`config.mk`:
```
export PLATFORM = sky130hd
export DESIGN_NAME = video_timing_gen
export DESIGN_NICKNAME = d
export VERILOG_FILES = /design/src/rtl/video_timing_gen.sv
export SDC_FILE = /design/constraint.sdc
export NUM_CORES = 1
export LEC_CHECK = 0
export ABC_AREA = 0
export CORE_MARGIN = 2
export CORE_UTILIZATION = 47
export CTS_BUF_LIST = sky130_fd_sc_hd__clkbuf_2 sky130_fd_sc_hd__clkbuf_4 sky130_fd_sc_hd__clkbuf_8
export DETAILED_ROUTE_END_ITERATION = 10
export HOLD_SLACK_MARGIN = 0.02
export PLACE_DENSITY = 0.77
export SLEW_MARGIN = 10
export SYNTH_ARGS = -nofsm -noshare
export SYNTH_HDL_FRONTEND = slang
export SYNTH_SLANG_ARGS = --single-unit
```
`constraint.sdc`:
```
create_clock -name clk -period 2.1 [get_ports clk]
set_clock_uncertainty 0.05 [all_clocks]
set_input_delay 0.525 -clock clk [delete_from_list [all_inputs] [get_ports clk]]
set_output_delay 0.525 -clock clk [all_outputs]
set_load 0.03 [all_outputs]
```
`src/rtl/video_timing_gen.sv`:
```
// 720p60 video timing and test-pattern source: active-high syncs and a registered RGB/sync/blank output stage.
// Video outputs are registered one cycle behind the h/v counters. Run/stop control lets the current frame finish cleanly.
module video_timing_gen #(
    parameter int H_ACTIVE = 1280,
    parameter int H_FP     = 110,
    parameter int H_SYNC   = 40,
    parameter int H_BP     = 220,
    parameter int V_ACTIVE = 720,
    parameter int V_FP     = 5,
    parameter int V_SYNC   = 5,
    parameter int V_BP     = 20
) (
    input  logic        clk,
    input  logic        rstn,
    input  logic        enable,
    input  logic [1:0]  pattern,
    output logic [7:0]  out_red,
    output logic [7:0]  out_green,
    output logic [7:0]  out_blue,
    output logic        out_hsync,
    output logic        out_vsync,
    output logic        out_blank,
    output logic        frame_start,
    output logic [15:0] frame_cnt,
    output logic        running
);

    localparam logic [10:0] H_ACT_END  = 11'(H_ACTIVE);
    localparam logic [10:0] H_SYNC_BEG = 11'(H_ACTIVE + H_FP);
    localparam logic [10:0] H_SYNC_END = 11'(H_ACTIVE + H_FP + H_SYNC);
    localparam logic [10:0] H_LAST     = 11'(H_ACTIVE + H_FP + H_SYNC + H_BP - 1);
    localparam logic [9:0]  V_ACT_END  = 10'(V_ACTIVE);
    localparam logic [9:0]  V_SYNC_BEG = 10'(V_ACTIVE + V_FP);
    localparam logic [9:0]  V_SYNC_END = 10'(V_ACTIVE + V_FP + V_SYNC);
    localparam logic [9:0]  V_LAST     = 10'(V_ACTIVE + V_FP + V_SYNC + V_BP - 1);

    typedef enum logic [1:0] {
        IDLE = 2'd0,
        RUN  = 2'd1,
        STOP = 2'd2
    } state_t;

    state_t      state;
    logic [10:0] h;
    logic [9:0]  v;
    logic [1:0]  pat_q;

    logic        first_px;
    logic        h_end;
    logic        v_end;
    logic        active;
    logic        hsync_nx;
    logic        vsync_nx;
    logic [1:0]  pat_sel;
    logic [15:0] cnt_nx;
    logic [2:0]  bar;
    logic [23:0] rgb_nx;

    // At the first pixel the new pattern and the incremented count take effect on that same output cycle
    always_comb begin
        first_px = (state == RUN) && (h == 11'd0) && (v == 10'd0);
        h_end    = (h == H_LAST);
        v_end    = (v == V_LAST);
        active   = (h < H_ACT_END) && (v < V_ACT_END);
        hsync_nx = (h >= H_SYNC_BEG) && (h < H_SYNC_END);
        vsync_nx = (v >= V_SYNC_BEG) && (v < V_SYNC_END);
        pat_sel  = first_px ? pattern : pat_q;
        cnt_nx   = first_px ? frame_cnt + 16'd1 : frame_cnt;

        if (h >= 11'd1120)      bar = 3'd7;
        else if (h >= 11'd960)  bar = 3'd6;
        else if (h >= 11'd800)  bar = 3'd5;
        else if (h >= 11'd640)  bar = 3'd4;
        else if (h >= 11'd480)  bar = 3'd3;
        else if (h >= 11'd320)  bar = 3'd2;
        else if (h >= 11'd160)  bar = 3'd1;
        else                    bar = 3'd0;

        rgb_nx = 24'h000000;
        if (active) begin
            case (pat_sel)
                2'd0:    rgb_nx = {{8{bar[2]}}, {8{bar[1]}}, {8{bar[0]}}};
                2'd1:    rgb_nx = {3{h[7:0]}};
                2'd2:    rgb_nx = {3{cnt_nx[7:0]}};
                default: rgb_nx = {24{h[6] ^ v[6]}};
            endcase
        end
    end

    always_ff @(posedge clk or negedge rstn) begin
        if (!rstn) begin
            state       <= IDLE;
            h           <= 11'd0;
            v           <= 10'd0;
            pat_q       <= 2'd0;
            out_red     <= 8'h00;
            out_green   <= 8'h00;
            out_blue    <= 8'h00;
            out_hsync   <= 1'b0;
            out_vsync   <= 1'b0;
            out_blank   <= 1'b1;
            frame_start <= 1'b0;
            frame_cnt   <= 16'd0;
            running     <= 1'b0;
        end else begin
            case (state)
                IDLE: begin
                    h           <= 11'd0;
                    v           <= 10'd0;
                    out_red     <= 8'h00;
                    out_green   <= 8'h00;
                    out_blue    <= 8'h00;
                    out_hsync   <= 1'b0;
                    out_vsync   <= 1'b0;
                    out_blank   <= 1'b1;
                    frame_start <= 1'b0;
                    frame_cnt   <= 16'd0;
                    running     <= enable;
                    if (enable) state <= RUN;
                end
                default: begin
                    h <= h_end ? 11'd0 : h + 11'd1;
                    if (h_end) v <= v_end ? 10'd0 : v + 10'd1;
                    {out_red, out_green, out_blue} <= rgb_nx;
                    out_hsync   <= hsync_nx;
                    out_vsync   <= vsync_nx;
                    out_blank   <= !active;
                    frame_start <= first_px;
                    frame_cnt   <= cnt_nx;
                    running     <= 1'b1;
                    if (first_px) pat_q <= pattern;
                    // STOP lets the frame run out and parks at the origin; re-enable resumes seamlessly
                    if (state == RUN) begin
                        if (!enable) state <= STOP;
                    end else if (enable) begin
                        state <= RUN;
                    end else if (h_end && v_end) begin
                        state   <= IDLE;
                        running <= 1'b0;
                    end
                end
            endcase
        end
    end

endmodule

```
Yosys cells after proc, flatten, opt, wreduce, memory -nomap -nowiden
Index checks and enable logic that the tools add are counted.
{ "op_classes": {"bitwise": 1, "n_eq_ne": 7, "n_addsub": 3, "magnitude_cmp": 13, "reduce_logical": 15, "muxes": 34} }
{ "op_table": {"columns": ["operator", "n"], "rows": [
  ["one-hot mux 24 bit (3 select lines)", 1],
  [">= comparator 11 x 10 -> 1 bit (second input constant)", 3],
  ["2-to-1 mux 16 bit", 2],
  ["2-to-1 mux 10 bit", 3],
  ["2-to-1 mux 24 bit", 1],
  ["2-to-1 mux 8 bit", 3],
  [">= comparator 11 bit (second input constant)", 2],
  [">= comparator 11 x 9 -> 1 bit (second input constant)", 2],
  ["< comparator 11 bit (second input constant)", 2],
  ["2-to-1 mux 11 bit", 2],
  ["< comparator 10 bit (second input constant)", 2],
  ["2-to-1 mux 2 bit", 9],
  ["adder 16 x 1 -> 16 bit (second input constant)", 1],
  ["2-to-1 mux 3 bit", 4],
  ["adder 11 x 1 -> 11 bit (second input constant)", 1],
  ["== test 11 bit (second input constant)", 1],
  [">= comparator 11 x 8 -> 1 bit (second input constant)", 1],
  ["logical NOT 11 bit", 1],
  ["adder 10 x 1 -> 10 bit (second input constant)", 1],
  ["== test 10 bit (second input constant)", 1],
  [">= comparator 10 bit (second input constant)", 1],
  ["logical NOT 10 bit", 1],
  ["2-to-1 mux 1 bit", 9],
  ["logical AND 1 bit", 6],
  ["10 further kinds", 13]
]} }
{ "totals": {"register_bits": 70, "output_inout_bits": 45, "elab_cells": 87} }

Logic depth before layout (Yosys ltp)
Gate-level depths: netlist of run 1.
{ "logic_depth": {"word_depth": 11, "depth_mapped": 10} }

Worst setup path after synthesis of run 1
OpenSTA, ideal clock, no wires.
{ "synth_timing": {"kind": "flip-flop to flip-flop", "startpoint": "register v[0]", "endpoint": "register out_blue[1]", "setup_slack_ns": -0.044, "path_stages_with_launch": 11, "period_less_slack_ns": 2.144, "setup_ns": 0.078, "required_time_ns": 1.972, "arrival_time_ns": 2.015, "path_buffers": 2, "path_cell_list": "dfrtp_1 -> inv_1 -> ha_1 -> nor4b_1 -> nand4b_1 -> or2_1 -> buf_6 -> a21o_1 -> a31o_4 -> buf_6 -> a21oi_1"} }
{ "synth_via": {"elab_chain_cells": 7} }
{ "synth_rtl": {"columns": ["item", "line", "rtl"], "rows": [
  ["start, declared", "45", "logic [9:0] v;"],
  ["start signal, assigned", "123", "if (h_end) v <= v_end ? 10'd0 : v + 10'd1;"],
  ["logical NOT 10 bit", "61", "first_px = (state == RUN) && (h == 11'd0) && (v == 10'd0);"],
  ["logical AND 1 bit", "61", null],
  ["2-to-1 mux 2 bit", null, null],
  ["== test 2 bit (tied with other cells)", "81", "case (pat_sel)"],
  ["one-hot mux 24 bit (3 select lines)", "81", null],
  ["2-to-1 mux 24 bit *", "80", "if (active) begin"],
  ["2-to-1 mux 8 bit *", "106", "case (state)"],
  ["end signal, assigned", "124", "{out_red, out_green, out_blue} <= rgb_nx;"],
  ["end, declared", "19", "output logic [7:0] out_blue,"]
]} }
Mark *: on every way between the ends. The rest lies on a longest branch, timed or not. The select of a mux whose other input is x is not followed.
A chain may end at the register's enable or synchronous reset.

Final worst setup path of run 1
{ "layout_timing": {"startpoint": "register v[1]", "endpoint": "register out_red[1]"} }
{ "layout_via": {"elab_chain_cells": 7} }
{ "layout_rtl": {"columns": ["item", "line", "rtl"], "rows": [
  ["logical NOT 10 bit", "61", null],
  ["logical AND 1 bit", "61", null],
  ["2-to-1 mux 2 bit", null, null],
  ["== test 2 bit (tied with other cells)", "81", null],
  ["one-hot mux 24 bit (3 select lines)", "81", null],
  ["2-to-1 mux 24 bit *", "80", null],
  ["2-to-1 mux 8 bit *", "106", null],
  ["end signal, assigned", "124", null],
  ["end, declared", "17", "output logic [7:0] out_red,"]
]} }
Marks and branches as above.

==> impl_metrics.yaml, run 1 <==
timing:
  finalSetupViolations: 28
  worst_slack_ns: -0.134
  timing.hold.ws_ns: 0.491
  rsz0062_at_grt: "yes"
  final_hold_viol_count: 0
  max_freq_ghz: 0.448
  relSlewSlack: 0.736
  drv_slew: 0
  fin_tns_setup_ns: -1.84
  worstMarginPinSlew_ns: 0.396
  min_period_over_period: 1.06
  min_period_ns: 2.23
route:
  vias_per_cell: 5.57
  drt-initial-drc-count: 343
  wl_per_cell_microns: 16.4
  wl_microns: 9730
  postRouteAntennaNets: 0
  dr_total_vias: 3311
  drc_errors: 0
  drtPass1Iterations: 6
yosys:
  ys_seq_area_frac: 0.483
  synth_area_sq_um: 3630
  ys_top_cells_by_area: "dfrtp_1, a21oi_1, nor2_1"
  synth_seq_cells: 70
  syn_nets: 390
  synth_cell_types: 57
  ys.flop_type: "dfrtp_1"
  synth_top_area_share: 0.476
  yosys.area.top_type: "dfrtp_1"
  yosysWarningCount: 0
  avgSynthCellArea_sq_um: 9.62
  synth_edf_count: 0
  synth_cells: 377
  async_flop_share: 1.00
power:
  total_power_mw: 5.07
  p_seq_frac: 0.347
  sw_frac_of_total: 0.379
  vdd_drop_max_v: 0.000426
  switching_power_mw: 1.92
  leakage_nw: 2.31
  p_comb_frac: 0.408
  power_density_nw_per_um2: 988
  intPower_mw: 3.15
  pwr-share-clk: 0.245
placed_design:
  preCtsSetupSlack_ns: -0.191
  placed_area_sq_um: 4580
  dpl.hpwl_microns: 6470
  routabilityCongestion: 0.898
  dp_cells: 567
  portBuffers: 49
setup_path:
  cp-start-kind: "register"
  path_class: "reg2reg"
  r2r-end: "out_red[1]"
  path_max_fanout: 3
  timing.rr.start: "v[1]"
  end_kind: "register"
  r2r_cells: 11
  cp.required_ns: 2.33
  rrSetupSlack_ns: -0.13
  cp_data_arrival_time_ns: 2.46
clock_network:
  cts_buffers: 9
  cts_buffer_depth: 2
  clock_sinks: 70
  cts.clk_slew.worst_paths_ns: 0.08
  cts_tree: "done"
  clock_latency_ns: 0.36
  clockRootBuffer: "clkbuf_8"
  cts-htree-levels: 3
floorplan:
  start_util: 0.477
  io_pins: 50
  die_area_sq_um: 8430
  chipWidth_microns: 91.8
  rows: 32
  coreArea_sq_um: 7610
  die_h_microns: 91.8
grt:
  antenna_found_initial: 0
  grt_max_degree: 44
  track_usage: 0.226
  overflow: 0
  grt_pass1_vias: 3044
  grt_pass1_wl_microns: 15000
finish:
  nets: 500
  fillers: 545
  fin_cells: 594
  drive_above_1_share: 0.274
  utilization: 0.674
  diodes: 0
  final_cell_area_sq_um: 5130
  syn2layout_area_growth_pct: 41.4
outcome:
  status: "finished with violations"
  violations: "negative setup slack"
hold_path:
  hp-class: "in2async"
flow_run:
  cap_violations: 0
[layer usage]
metal	part of all wire	routed length, microns	global-route usage	up-vias
met4	0.027	262	0.0933	0
li1	-	-	-	1551
met5	0	0	0	-
met2	0.48	4620	0.348	114
met3	0.048	465	0.0345	28
met1	0.45	4380	0.322	1618
[critical path, stage by stage (launching register included)]
cell,delay (ns)
dfrtp_1,0.40
inv_2,0.08
ha_4,0.13
nor4bb_4,0.18
nand4_1,0.25
buf_6,0.22
nor2_4,0.16
buf_4,0.15
and3_1,0.17
a211oi_2,0.05
buf_4,0.16
a21oi_1,0.16
[cell type report]
type | instances | area, sq um | share of cell area
multi-input cells | 275 | 1940 | 0.378
flip-flops and latches | 70 | 1760 | 0.343
repair buffers | 116 | 1020 | 0.199
well taps | 102 | 128 | 0.0249
clock buffers | 9 | 124 | 0.0242
clock inverters | 7 | 104 | 0.0202
inverters | 15 | 56.3 | 0.0110
[registers in the layout (all words and copies together) (netlist names)]
| name | count |
|---|---|
| h | 11 |
| state | 2 |
| running | 1 |
| out_red | 8 |
| pat_q | 2 |
| out_blank | 1 |
| out_blue | 8 |
| v | 10 |
| frame_cnt | 16 |
| out_hsync | 1 |
| out_green | 8 |
| out_vsync | 1 |
| frame_start | 1 |
[Yosys cell counts (3+ instances only)]
master,n
nor4_1,5
or2_2,4
clkbuf_1,10
nand3_1,17
nor3_1,5
or3_1,4
xnor2_1,15
nand2b_1,4
buf_6,4
buf_2,3
a21oi_1,36
a31oi_1,3
and3_1,6
nand2_1,31
o21ai_1,3
a221oi_1,5
dfrtp_1,69
nand4_1,12
nor2b_1,8
xor2_1,14
nor2_1,43
ha_1,8
o21ai_0,12
inv_1,15
[power groups by stage]
stage          registers, mW  clock network (mW)  logic (mW)
3_5_place_dp            1.77                   0        1.81
4_1_cts                 1.75                1.25        1.91
6_report                1.76                1.24        2.07
2_1_floorplan           2.13                   0       0.678
5_1_grt                 1.78                1.31        2.19
3_3_place_gp            1.76                   0        1.78
[layout by cell type (no fill, tap or decap), types with 7 or more instances in the layout]
cell              n
dfrtp_1          66
buf_4            61
nor2_1           43
clkdlybuf4s50_1  37
nand2_1          29
a21oi_1          28
nand3_1          16
xnor2_1          15
xor2_1           14
nand4_1          12
inv_1            11
o21ai_0          11
clkbuf_8          9
nor2b_1           7
a21oi_2           7
dlygate4sd2_1     7
[repair_timing]
item                                    4_1_cts  5_1_grt
resized for setup                            31       28
endpoints found under the setup margin       37       41
cloned                                        0        1
hold endpoints to repair                      5        0
buffers inserted                              3        7
pin swaps                                    12       18
hold buffers                                  1        0
[logic make-up after synthesis]
group,after synthesis,synth area share
DFF,70,0.483
AOI/OAI and AO/OA,77,0.136
muxes,3,0.00863
buffers and inverters,33,0.0435
adders and majority gates,9,0.0304
and+or+nand+nor,156,0.228
xor gates and xnor gates,29,0.0701
[how the worst max path moves through the flow]
stage	from	endpoint	depth (start not counted)	slack, ns
after global placement	pattern[1]	out_red[3]	7	-0.13
after CTS	h[7]	frame_cnt[11]	8	-0.01
after floorplan	v[0]	out_red[3]	8	-0.007
after detailed placement	pattern[1]	out_blue[2]	7	-0.19
final	v[1]	out_red[1]	11	-0.13
after global routing	v[1]	out_red[1]	9	-0.19
Power figures use the tool's default switching activity.
==> run 2, diff against run 1 <==
- GPL_ROUTABILITY_DRIVEN: unset -> 0
==> impl_metrics.yaml, run 2 (synthesis results as in run 1) <==
route:
  wl_microns: 9920
  dr_total_vias: 3345
  wl_per_cell_microns: 16.8
  drt-initial-drc-count: 335
  drtPass1Iterations: 5
  vias_per_cell: 5.65
  postRouteAntennaNets: 0
  drc_errors: 0
clock_network:
  cts-htree-levels: 3
  clock_sinks: 70
  cts_buffer_depth: 2
  clock_latency_ns: 0.36
  cts_tree: "done"
  cts_buffers: 9
  cts.clk_slew.worst_paths_ns: 0.09
  clockRootBuffer: "clkbuf_8"
placed_design:
  placed_area_sq_um: 4580
  dpl.hpwl_microns: 6590
  portBuffers: 49
finish:
  largest-register: "frame_cnt"
  layout_commonest_cell: "dfrtp_1"
  largest_reg_flops: 16
  top_regs: "frame_cnt (16), h (11), v (10)"
  nets: 498
  final_cell_area_sq_um: 5040
  drive_above_1_share: 0.278
  syn2layout_area_growth_pct: 39.1
  diodes: 0
  final_cell_mix: "dfrtp_1, buf_4, nor2_1, clkdlybuf4s50_1, a21oi_1"
power:
  pwr-share-clk: 0.213
  power_density_nw_per_um2: 947
  switching_power_mw: 1.90
  p_seq_frac: 0.369
  total_power_mw: 4.77
  leakage_nw: 2.29
  intPower_mw: 2.88
  sw_frac_of_total: 0.398
  p_comb_frac: 0.417
  vdd_drop_max_v: 0.000505
hold_path:
  holdPathStages: 2
  min_to: "frame_cnt[15]"
  hp-class: "reg2reg"
  min-delay-start: "frame_cnt[15]"
setup_path:
  r2r_cells: 8
  cpPeakStageDelay_ns: 0.39
  cp-start-kind: "register"
  cp.required_ns: 2.29
  path_class: "reg2reg"
  crit_path_start: "v[1]"
  path_max_fanout: 6
  cp_slowest_cell: "dfrtp_1"
  path_cells: "inv_2 > ha_4 > nor4bb_4 > nand4_1 > o21ai_1 > o21ai_4 > a221oi_2 > a21oi_1"
  crit_family: "compound AO/OA/AOI/OAI gates"
  end_kind: "register"
  cp_data_arrival_time_ns: 2.33
  rrSetupSlack_ns: -0.04
  cp.buffers_inverters: 1
  timing.rr.start: "v[1]"
  r2r-end: "out_red[0]"
floorplan:
  chipWidth_microns: 91.8
  die_area_sq_um: 8430
  io_pins: 50
  coreArea_sq_um: 7610
  die_h_microns: 91.8
  rows: 32
  start_util: 0.477
timing:
  min_period_ns: 2.14
  drv_slew: 0
  min_period_over_period: 1.02
  rsz0062_at_grt: "yes"
  worst_slack_ns: -0.0390
  final_hold_viol_count: 0
  finalSetupViolations: 7
  max_freq_ghz: 0.468
  relSlewSlack: 0.713
  worstMarginPinSlew_ns: 0.428
flow_run:
  cap_violations: 0
grt:
  grt_max_degree: 42
  grt_pass1_vias: 3195
  track_usage: 0.235
  antenna_found_initial: 0
  grt_pass1_wl_microns: 15600
  overflow: 0
outcome:
  violations: "negative setup slack"
  status: "finished with violations"
==> run 2: cell count changes in the layout (fill, tap and decap cells not counted), moves of 2 or more <==
cell        before  now
a21oi_1         28   30
bufinv_16        2    0
clkinv_4         2    0
nor4_2           0    4
a221oi_4         2    0
a221oi_2         3    5
o21ai_1          3    6
nor4_1           5    2
clkinvlp_4       0    2
buf_6            4    2
o21ai_0         11    9
==> run 2: worst reg2reg max path, stage by stage, from the launching register on <==
cell and delay, ns:
dfrtp_1 0.39, inv_2 0.09, ha_4 0.14, nor4bb_4 0.19
nand4_1 0.22, o21ai_1 0.30, o21ai_4 0.15, a221oi_2 0.39
a21oi_1 0.12
==> run 2: timing repair <==
item	in CTS	in global routing
pin swaps	9	16
cloned	1	0
setup buffers	3	6
gates resized for setup	22	35
endpoints found under the setup margin	38	42
hold buffers	1	0
hold endpoints to repair	13	0
==> run 2: cell type report <==
type | count | area (sq um)
sequential | 70 | 1760
timing repair buffer | 114 | 1000
inverter | 15 | 56.3
tap | 102 | 128
fill | 569 | 2560
clock buffer | 9 | 124
multi-input combinational | 275 | 1920
clock inverter | 7 | 61.3
==> run 2: power groups by stage <==
stage / sequential, mW / clock [mW] / combinational [mW]
floorplan: 2.13 / 0 / 0.678
global placement: 1.76 / 0 / 1.78
detailed placement: 1.78 / 0 / 1.82
CTS: 1.75 / 1.03 / 1.91
global route: 1.78 / 1.10 / 2.11
finish: 1.76 / 1.02 / 1.99
==> run 2: how the worst max path moves through the flow <==
stage / endpoint / cells past startpoint
2_1_floorplan: out_red[3] / 8
3_3_place_gp: out_red[3] / 7
3_5_place_dp: out_red[3] / 7
4_1_cts: out_blue[6] / 8
5_1_grt: out_blue[0] / 8
6_report: out_red[0] / 8
==> run 2: metrics by stage <==
| step | setup WS, ns | std cells | hold WS, ns | setup TNS [ns] | utilization |
|---|---|---|---|---|---|
| global route | -0.140 | 592 | 0.532 | -2.70 | 0.663 |
| CTS | 0.00207 | 587 | 0.513 | 0 | 0.641 |
| floorplan | -0.00670 | 377 | 0.179 | -0.0398 | - |
| finish | -0.0390 | 592 | 0.506 | -0.191 | 0.663 |
| global placement | -0.102 | 566 | 0.388 | -1.83 | 0.602 |
| detailed placement | -0.152 | 566 | 0.392 | -2.52 | 0.602 |
==> run 2: metal layers <==
| layer | track usage | up-vias | wire [microns] |
|---|---|---|---|
| li1 | - | 1545 | - |
| met1 | 0.316 | 1646 | 4280 |
| met2 | 0.380 | 131 | 4870 |
| met3 | 0.0353 | 23 | 495 |
| met4 | 0.0995 | 0 | 267 |
| met5 | 0 | - | 0 |
==> run 3, diff against run 2 <==
- ABC_CLOCK_PERIOD_IN_PS: unset -> 2100
==> results of run 3 <==
The final DEF is identical to that of run 2; final timing and power are the same.
